$ cat src/rtl/seg_pkg.sv
// Shared types for the seven-segment display controller: framebuffer entry
// layout and the word-load FSM states.
package seg_pkg;

  localparam int unsigned NUM_DIGITS = 8;

  typedef struct packed {
    logic [3:0] val;
    logic       dp;
    logic       en;
  } fb_entry_t;

  typedef enum logic {StIdle, StLoad} state_e;

endpackage

$ cat src/rtl/seg_rr_arb.sv
// Two-way round-robin arbiter with combinational one-hot grants; priority
// toggles to the other port after every grant.
module seg_rr_arb (
  input  logic       clk_i,
  input  logic       rst_ni,
  input  logic       en_i,
  input  logic [1:0] req_i,
  output logic [1:0] gnt_o
);

  // prio_q == 0: port 0 wins a tie
  logic prio_q, prio_d;

  always_comb begin
    gnt_o = 2'b00;
    if (en_i) begin
      if (req_i == 2'b11) gnt_o = prio_q ? 2'b10 : 2'b01;
      else                gnt_o = req_i;
    end
  end

  always_comb begin
    prio_d = prio_q;
    if (gnt_o[0])      prio_d = 1'b1;
    else if (gnt_o[1]) prio_d = 1'b0;
  end

  always_ff @(posedge clk_i) begin
    if (!rst_ni) prio_q <= 1'b0;
    else         prio_q <= prio_d;
  end

endmodule

$ cat src/rtl/seg_display_ctrl.sv
// Eight-digit framebuffer for a scanned seven-segment driver, written either a
// whole word at a time (with leading-zero blanking) or one digit at a time.
module seg_display_ctrl
  import seg_pkg::*;
(
  input  logic        clk_100mhz,
  input  logic        nrst,
  input  logic        word_valid,
  output logic        word_ready,
  input  logic [31:0] word_data,
  input  logic [7:0]  word_dp,
  input  logic        word_blank,
  input  logic        dig_valid,
  output logic        dig_ready,
  input  logic [2:0]  dig_idx,
  input  logic [3:0]  dig_val,
  input  logic        dig_dp,
  input  logic        dig_en,
  input  logic        clr,
  input  logic [2:0]  can,
  output logic [3:0]  val,
  output logic        d,
  output logic        valid,
  output logic        busy
);

  state_e                        state_q, state_d;
  logic [2:0]                    cnt_q, cnt_d;
  logic                          lead_q, lead_d;
  logic [31:0]                   wdata_q, wdata_d;
  logic [7:0]                    wdp_q, wdp_d;
  logic                          wblank_q, wblank_d;
  fb_entry_t [NUM_DIGITS-1:0]    fb_q, fb_d;

  logic [1:0] gnt;
  logic       arb_en;
  logic       word_hs, dig_hs;
  logic [3:0] nib;
  logic       nib_blank;

  assign arb_en = nrst && !clr && (state_q == StIdle);

  seg_rr_arb u_arb (
    .clk_i  (clk_100mhz),
    .rst_ni (nrst),
    .en_i   (arb_en),
    .req_i  ({dig_valid, word_valid}),
    .gnt_o  (gnt)
  );

  assign word_ready = gnt[0];
  assign dig_ready  = gnt[1];
  assign word_hs    = word_valid && word_ready;
  assign dig_hs     = dig_valid && dig_ready;

  // Digit 0 is never blanked so an all-zero word still shows a single 0.
  assign nib       = wdata_q[{cnt_q, 2'b00} +: 4];
  assign nib_blank = wblank_q && lead_q && (nib == 4'h0) && (cnt_q != 3'd0);

  always_ff @(posedge clk_100mhz) begin
    if (!nrst) state_q <= StIdle;
    else       state_q <= state_d;
  end

  always_comb begin
    state_d = state_q;
    unique case (state_q)
      StIdle:  if (word_hs) state_d = StLoad;
      StLoad:  if (cnt_q == 3'd0) state_d = StIdle;
      default: state_d = StIdle;
    endcase
    if (clr) state_d = StIdle;
  end

  always_comb begin
    busy = (state_q == StLoad);
  end

  always_comb begin
    fb_d     = fb_q;
    cnt_d    = cnt_q;
    lead_d   = lead_q;
    wdata_d  = wdata_q;
    wdp_d    = wdp_q;
    wblank_d = wblank_q;
    if (clr) begin
      for (int i = 0; i < NUM_DIGITS; i++) fb_d[i].en = 1'b0;
    end else if (state_q == StLoad) begin
      fb_d[cnt_q] = '{val: nib, dp: wdp_q[cnt_q], en: !nib_blank};
      if (!nib_blank) lead_d = 1'b0;
      cnt_d = cnt_q - 3'd1;
    end else begin
      if (word_hs) begin
        wdata_d  = word_data;
        wdp_d    = word_dp;
        wblank_d = word_blank;
        cnt_d    = 3'd7;
        lead_d   = 1'b1;
      end
      if (dig_hs) fb_d[dig_idx] = '{val: dig_val, dp: dig_dp, en: dig_en};
    end
  end

  always_ff @(posedge clk_100mhz) begin
    if (!nrst) begin
      fb_q     <= '0;
      cnt_q    <= '0;
      lead_q   <= 1'b0;
      wdata_q  <= '0;
      wdp_q    <= '0;
      wblank_q <= 1'b0;
    end else begin
      fb_q     <= fb_d;
      cnt_q    <= cnt_d;
      lead_q   <= lead_d;
      wdata_q  <= wdata_d;
      wdp_q    <= wdp_d;
      wblank_q <= wblank_d;
    end
  end

  assign val   = fb_q[can].val;
  assign d     = fb_q[can].dp;
  assign valid = fb_q[can].en;

endmodule

$ cat config.mk
export PLATFORM = sky130hd
export DESIGN_NAME = seg_display_ctrl
export DESIGN_NICKNAME = d
export VERILOG_FILES = /design/src/rtl/seg_pkg.sv /design/src/rtl/seg_rr_arb.sv /design/src/rtl/seg_display_ctrl.sv
export SDC_FILE = /design/constraint.sdc
export NUM_CORES = 1
export LEC_CHECK = 0
export CAP_MARGIN = 20
export CORE_UTILIZATION = 42
export CTS_BUF_LIST = sky130_fd_sc_hd__clkbuf_4 sky130_fd_sc_hd__clkbuf_8
export DETAILED_ROUTE_END_ITERATION = 10
export PLACE_DENSITY_LB_ADDON = 0.2
export RECOVER_POWER = 25
export SLEW_MARGIN = 20
export SYNTH_ARGS = -nofsm -noshare
export SYNTH_HDL_FRONTEND = slang
export SYNTH_SLANG_ARGS = --single-unit
export TNS_END_PERCENT = 30
$ cat constraint.sdc
create_clock -name clk_100mhz -period 3 [get_ports clk_100mhz]
set_input_delay 0.9 -clock clk_100mhz [delete_from_list [all_inputs] [get_ports clk_100mhz]]
set_output_delay 0.9 -clock clk_100mhz [all_outputs]
set_load 0.01 [all_outputs]
==> summary.md, run 1 <==
| Metric | Value |
|---|---|
| Status | `complete, no violations` |
| Post-DP HPWL | `10.2 mm` |
| Mapped Nets | `638` |
| Initial core utilization | `42.9%` |
| Unrepaired setup endpoints after global routing | `true` |
| Fill cell count | `1101` |
| Input/output buffers | `66` |
| Max FO, Critical Path | `6` |
| Vias | `4729` |
| Max incr delay on CP | `0.49 ns` |
| Max frequency | `335 MHz` |
| Worst EP arrival | `2.09 ns` |
| DP Area | `6140 sq um` |
| Internal power | `1.83 mW` |
| Worst hold stages | `2` |
| Crit. End Element | `output pin` |
| WL final | `14.5 mm` |
| Worst hold margin | `0.469 ns` |
| Comb pwr share | `16.7%` |
| EDFF count, synth | `0` |
| Total leakage power | `2.38 nW` |
| Final Max Slew Viols | `0` |
| MaxCap Viol Count | `0` |
| Crit-path most repeated cell | `buf_6` |
| H-tree depth | `3` |
| Drt wl/cell | `17.9 um` |
| Crit Path Class | `input port to output pin` |
| I/O pins | `67` |
| Final core occ | `53.3%` |
| Die Area | `12700 sq um` |
| Avg Inst Size Synth | `8.88 sq um` |
| Antenna fix cells | `0` |
| GPL Wtd Cong | `0.877` |
| Area grow syn2layout | `24.3%` |
| Main flop type after synthesis | `dfxtp_1` |
| ANT nets after route | `0` |
| FF-to-FF setup slack | `0.40 ns` |
| Insertion delay to the later sink of the worst-skew pair | `0.38 ns` |
| Synthesis Warnings | `0` |
| Skew final | `0.00887 ns` |
| Switch Pwr | `0.743 mW` |
| Clk buf depth | `2` |
| Sw Share | `28.9%` |
| Sequential fraction of design power | `51.5%` |
| Share of cells above drive strength 1 | `17.9%` |
| DR iter-0 viols | `323` |
| GRT overflow | `0` |
| Worst Path Required | `2.10 ns` |
| # DRC | `0` |
| Nets | `720` |
| Hold_buf cts | `0` |
| Fin crit period | `2.99 ns` |
| DRT Pass-1 Iters | `5` |
| CTS root buffer | `clkbuf_8` |
| CTS clock-pin slew for the worst setup and hold paths | `0.10 ns` |
| Initial antenna violation count | `0` |
| Vias in the first global route | `4381` |
| Final hold vios | `0` |
| Yosys cell types | `55` |
| CTS sink count | `95` |
| Power Dens Cells | `403 nW/um^2` |
| Hold WC Path Type | `flip-flop to flip-flop` |
| Relative slew slack | `48.8%` |
| Die Width | `113 um` |
| Fin crit share | `99.6%` |
| Slowest-stage cell, CP | `mux4_2` |
| Clock Power Share | `31.9%` |
| Critical path launch point type | `input port` |
| Cell count after synthesis | `578` |
| Cell row count | `40` |
| Die Height | `113 um` |
| Crit-path cells | `buf_12 -> buf_6 -> buf_6 -> mux4_2 -> mux2_4 -> buf_6` |
| First-pass GRT wire length | `23.4 mm` |
| Post-Syn Area | `5130 sq um` |
| CTS Buf Count | `9` |
| Core area | `12000 sq um` |
| Post-synth ARST share | `0%` |
| Final setup violation count | `0` |
| CTS tree | `done` |
| Register area share after synthesis | `37.1%` |
| Worst-Margin Slew | `0.768 ns` |
| GRT Total Usage | `23.8%` |
| Peak VDD IR | `0.000175 V` |
| Design area | `6380 sq um` |
| R2R depth | `5` |
| Via density | `5.82` |
| Pin count of the biggest net entering global routing | `86` |
| #FFs+latches synth | `95` |
==> cells in the final DEF, fill, tap and decap left out, drive strengths merged, types with 2 or more instances in the layout <==
master,instances
clkbuf,12
inv,8
nand4bb,5
buf,59
a21boi,51
mux2,13
nand2,123
nor4b,3
clkinv,3
and3,2
or4b,4
nor2,15
ha,2
mux4,12
dfxtp,95
nor3b,8
a2111oi,8
and4bb,3
a2bb2oi,22
nand2b,13
o211a,15
nand3,4
a21oi,34
nor4,3
clkdlybuf4s50,54
o211ai,13
mux2i,11
nand4b,4
a211o,2
o21ai,42
clkdlybuf4s15,2
==> metrics by stage <==
stage	setup WS, ns	power [mW]	instances	setup TNS [ns]
after global placement	-0.721	1.77	790	-4.78
after detailed placement	-0.745	1.77	790	-4.86
after global routing	-0.0163	2.69	812	-0.0163
final	0.0108	2.57	812	0
after floorplan	0.137	1.60	578	0
after CTS	-0.0700	2.60	811	-0.135
==> layer usage <==
metal	up-vias	GRT usage [%]	part of all wire, %
met3	15	3.94	7.3
met5	-	0	0
met2	190	35.9	43
li1	2280	-	-
met1	2244	34.6	48
met4	0	7.29	1.6
==> flip-flops by register name, indices dropped and copies added, names as in the netlist <==
register	cells
wblank_q	1
u_arb.prio_q	1
wdp_q	8
busy	1
wdata_q	32
lead_q	1
fb_q	48
cnt_q	3
==> critical path: cells and delay by family <==
kind,cells,cell delay (ns)
muxes,2,0.78
buffers and inverters,4,0.41
==> cell usage after synthesis (all sizes together) (8+ instances only) <==
library cell    n  area share (%)
o21ai          42             4.1
buf            23             2.6
nor2           15             1.1
a2bb2oi        22             3.8
a21boi         51             7.5
dfxtp          95              37
a2111oi         8             1.4
nor3b           8             2.3
nand2b         13             1.6
a21oi          34             3.3
clkbuf         25             1.9
mux4           12             5.3
mux2i          11             2.1
o211a          15             2.9
mux2           13             2.9
o211ai         13             1.9
nand2         123             9.0
==> timing repair <==
item / 4_1_cts / 5_1_grt
setup endpoints to repair: 8 / 7
gates resized for setup: 41 / 8
buffers inserted: 5 / 2
==> power groups by stage <==
| stage | logic, mW | clock network, mW | registers, mW |
|---|---|---|---|
| final | 0.429 | 0.820 | 1.32 |
| after global routing | 0.462 | 0.894 | 1.33 |
| after CTS | 0.427 | 0.844 | 1.32 |
| after detailed placement | 0.419 | 0 | 1.35 |
| after global placement | 0.414 | 0 | 1.35 |
| after floorplan | 0.262 | 0 | 1.33 |
==> logic make-up (layout without fill, tap and decap cells) <==
logic type      after synthesis  after routing  synth area share (%)
fa+ha+maj                     2              2                 0.488
buf+inv                      53            140                  4.85
flops                        95             95                  37.1
compound gates              196            196                  26.9
simple gates                196            196                  20.4
mux                          36             36                  10.3
==> area by class of cell <==
| cell class | count | area (sq um) | share of cell area, % |
|---|---|---|---|
| well taps | 147 | 184 | 2.88 |
| clock buffers | 9 | 124 | 1.94 |
| clock inverters | 7 | 67.6 | 1.06 |
| repair buffers | 119 | 1090 | 17.1 |
| inverters | 5 | 18.8 | 0.294 |
| flip-flops and latches | 95 | 1900 | 29.8 |
| multi-input cells | 430 | 2990 | 46.9 |
==> final timing paths <==
kind,end,from
setup / recovery,d,can[0]
hold / removal,wdp_q[5]$_SDFFE_PN0P_,wdp_q[5]$_SDFFE_PN0P_
setup reg to reg,fb_q[42]$_SDFFE_PP0P_,cnt_q[0]$_SDFFE_PN0P_
hold reg to reg,wdp_q[5]$_SDFFE_PN0P_,wdp_q[5]$_SDFFE_PN0P_
No activity file was read; power rests on OpenSTA's default activity.
==> inputs of run 2 (changes only) <==
--- a/config.mk
+++ b/config.mk
@@ -11,7 +11,7 @@
 export DETAILED_ROUTE_END_ITERATION = 10
 export PLACE_DENSITY_LB_ADDON = 0.2
 export RECOVER_POWER = 25
-export SLEW_MARGIN = 20
+export SETUP_SLACK_MARGIN = 0.5
 export SYNTH_ARGS = -nofsm -noshare
 export SYNTH_HDL_FRONTEND = slang
 export SYNTH_SLANG_ARGS = --single-unit
==> run 2 against run 1 <==
Against the previous run: via count is 1.6% higher; worst hold slack better by 0.0013 ns; clock skew rose by 0.0022 ns; cell area up 2.3%; sequential share of layout area fell by 0.63 points; sequential power is essentially flat; first-iteration DRC count fell by 2.8%; non-clock buffer count increased by 2; total power is 4.6% higher.
==> summary.md, run 2 (synthesized netlist as in run 1, its figures left out) <==
| Metric | Value |
|---|---|
| Setup total negative slack | `0 ns (unchanged)` |
| DR iter-0 viols | `314 (was 323)` |
| Crit. End Element | `output pin (unchanged)` |
| GRT Total Usage | `24.1% (was 23.8%)` |
| Fin crit period | `2.94 ns (was 2.99 ns)` |
| Biggest regs | `fb_q x48, wdata_q x32, wdp_q x8 (unchanged)` |
| GPL Wtd Cong | `0.888 (was 0.877)` |
| Met1 Use GR | `33.2% (was 34.6%)` |
| H-tree depth | `3 (unchanged)` |
| Clk buf depth | `2 (unchanged)` |
| Worst Path Required | `2.10 ns (about the same)` |
| Final Max Slew Viols | `0 (unchanged)` |
| Max FO, Critical Path | `6 (unchanged)` |
| Input/output buffers | `66 (unchanged)` |
| Final core occ | `54.5% (was 53.3%)` |
| Routing usage on met3 | `5.02% (was 3.94%)` |
| CTS clock-pin slew for the worst setup and hold paths | `0.09 ns (was 0.10 ns)` |
| ANT nets after route | `0 (unchanged)` |
| Initial core utilization | `42.9% (unchanged)` |
| Total leakage power | `2.49 nW (was 2.38 nW)` |
| Fin crit share | `97.9% (was 99.6%)` |
| Max frequency | `341 MHz (was 335 MHz)` |
| FF-to-FF setup slack | `0.71 ns (was 0.40 ns)` |
| GRT overflow | `0 (unchanged)` |
| CTS sink count | `95 (unchanged)` |
| Clock Power Share | `34.4% (was 31.9%)` |
| Die Width | `113 um (unchanged)` |
| Core area | `12000 sq um (unchanged)` |
| Final total power | `2.69 mW (was 2.57 mW)` |
| Final hold vios | `0 (unchanged)` |
| Hold WC Path Type | `flip-flop to flip-flop (unchanged)` |
| Sequential fraction of design power | `49.3% (was 51.5%)` |
| Die Area | `12700 sq um (unchanged)` |
| Nets | `722 (was 720)` |
| First-pass GRT wire length | `23.7 mm (was 23.4 mm)` |
| Area grow syn2layout | `27.1% (was 24.3%)` |
| CTS root buffer | `clkbuf_8 (unchanged)` |
| Hold_buf cts | `0 (unchanged)` |
| Drt wl/cell | `18.4 um (was 17.9 um)` |
| Relative slew slack | `1.63% (was 48.8%)` |
| Crit Path Class | `input port to output pin (unchanged)` |
| Unrepaired setup endpoints after global routing | `true (unchanged)` |
| # DRC | `0 (unchanged)` |
| WL final | `14.9 mm (was 14.5 mm)` |
| Most frequent cells in the layout | `nand2_1, dfxtp_1, a21boi_0 (was nand2_1, dfxtp_1, clkdlybuf4s50_1)` |
| Internal power | `1.98 mW (was 1.83 mW)` |
| Critical path launch point type | `input port (unchanged)` |
| CTS Buf Count | `9 (unchanged)` |
| Sw Share | `26.4% (was 28.9%)` |
| Largest register FFs | `48 (unchanged)` |
| M2 GR Usage | `37.5% (was 35.9%)` |
| Antenna fix cells | `0 (unchanged)` |
| Cell row count | `40 (unchanged)` |
| Vias in the first global route | `4504 (was 4381)` |
| GRT busiest layer | `met2 (unchanged)` |
| Post-DP HPWL | `10.2 mm (about the same)` |
| CTS tree | `done (unchanged)` |
| Via density | `5.91 (was 5.82)` |
| Worst EP arrival | `2.04 ns (was 2.09 ns)` |
| Power Dens Cells | `413 nW/um^2 (was 403 nW/um^2)` |
| Comb pwr share | `16.4% (was 16.7%)` |
| Share of cells above drive strength 1 | `19.4% (was 17.9%)` |
| Skew final | `0.0111 ns (was 0.00887 ns)` |
| Commonest non-fill, non-tap cell in the layout | `nand2_1 (unchanged)` |
| DP Area | `6210 sq um (was 6140 sq um)` |
| Pin count of the biggest net entering global routing | `86 (unchanged)` |
| Initial antenna violation count | `0 (unchanged)` |
| Worst-Margin Slew | `1.48 ns (was 0.768 ns)` |
| Design area | `6520 sq um (was 6380 sq um)` |
| Insertion delay to the later sink of the worst-skew pair | `0.38 ns (about the same)` |
| I/O pins | `67 (unchanged)` |
| MaxCap Viol Count | `0 (unchanged)` |
| Final setup violation count | `0 (unchanged)` |
| Peak VDD IR | `0.000235 V (was 0.000175 V)` |
| Die Height | `113 um (unchanged)` |
| Status | `complete, no violations (unchanged)` |
| Top reg by flops | `fb_q (unchanged)` |
| Switch Pwr | `0.711 mW (was 0.743 mW)` |
| DRT Pass-1 Iters | `4 (was 5)` |
| Worst hold margin | `0.470 ns (was 0.469 ns)` |
| Vias | `4806 (was 4729)` |
-- run 2: per-stage QoR --
step           cells  setup WS (ns)
2_1_floorplan    578          0.316
3_3_place_gp     792         -0.745
3_5_place_dp     792         -0.763
4_1_cts          809         0.0613
5_1_grt          813         0.0530
6_report         813         0.0644
-- run 2: worst paths after layout --
check | to | depth (start not counted) | start
hold / removal | wdata_q[27]$_SDFFE_PN0P_ | 2 | wdata_q[27]$_SDFFE_PN0P_
setup / recovery | d | 5 | can[0]
hold reg to reg | wdata_q[27]$_SDFFE_PN0P_ | 2 | wdata_q[27]$_SDFFE_PN0P_
setup reg to reg | fb_q[29]$_SDFFE_PN0P_ | 7 | busy$_SDFF_PP0_
-- run 2: power groups by stage --
stage,logic (mW),clock network [mW],registers [mW]
after floorplan,0.271,0,1.33
after global placement,0.420,0,1.35
after detailed placement,0.429,0,1.35
after CTS,0.439,0.941,1.32
after global routing,0.474,0.988,1.33
final,0.440,0.925,1.33
-- run 2: final cells by class --
class	count	area [sq um]
clock buffers	9	124
clock inverters	6	86.3
fillers	1098	5440
inverters	5	18.8
multi-input cells	430	3030
flip-flops and latches	95	1900
well taps	147	184
repair buffers	121	1180
-- run 2: layer usage --
layer | wire length, um | vias up
met5 | 0 | -
met3 | 968 | 30
met4 | 354 | 0
li1 | - | 2294
met2 | 6550 | 162
met1 | 7070 | 2320
-- run 2: repair_timing --
action                                  4_1_cts  5_1_grt
resized for setup                            48       15
gates cloned                                  1        0
setup buffers                                 1        4
endpoints found under the setup margin       22       36
pin swaps                                     0        1
-- run 2: worst max-delay path, stage by stage --
cell and delay, ns:
buf_12 0.09, buf_12 0.12, mux4_2 0.50, mux2_4 0.30, buf_6 0.12
==> inputs of run 3 (changes only) <==
--- a/config.mk
+++ b/config.mk
@@ -12,6 +12,7 @@
 export PLACE_DENSITY_LB_ADDON = 0.2
 export RECOVER_POWER = 25
 export SETUP_SLACK_MARGIN = 0.5
+export SKIP_LAST_GASP = 1
 export SYNTH_ARGS = -nofsm -noshare
 export SYNTH_HDL_FRONTEND = slang
 export SYNTH_SLANG_ARGS = --single-unit
==> results of run 3 <==
The final DEF is identical to that of run 2; final timing and power are the same.
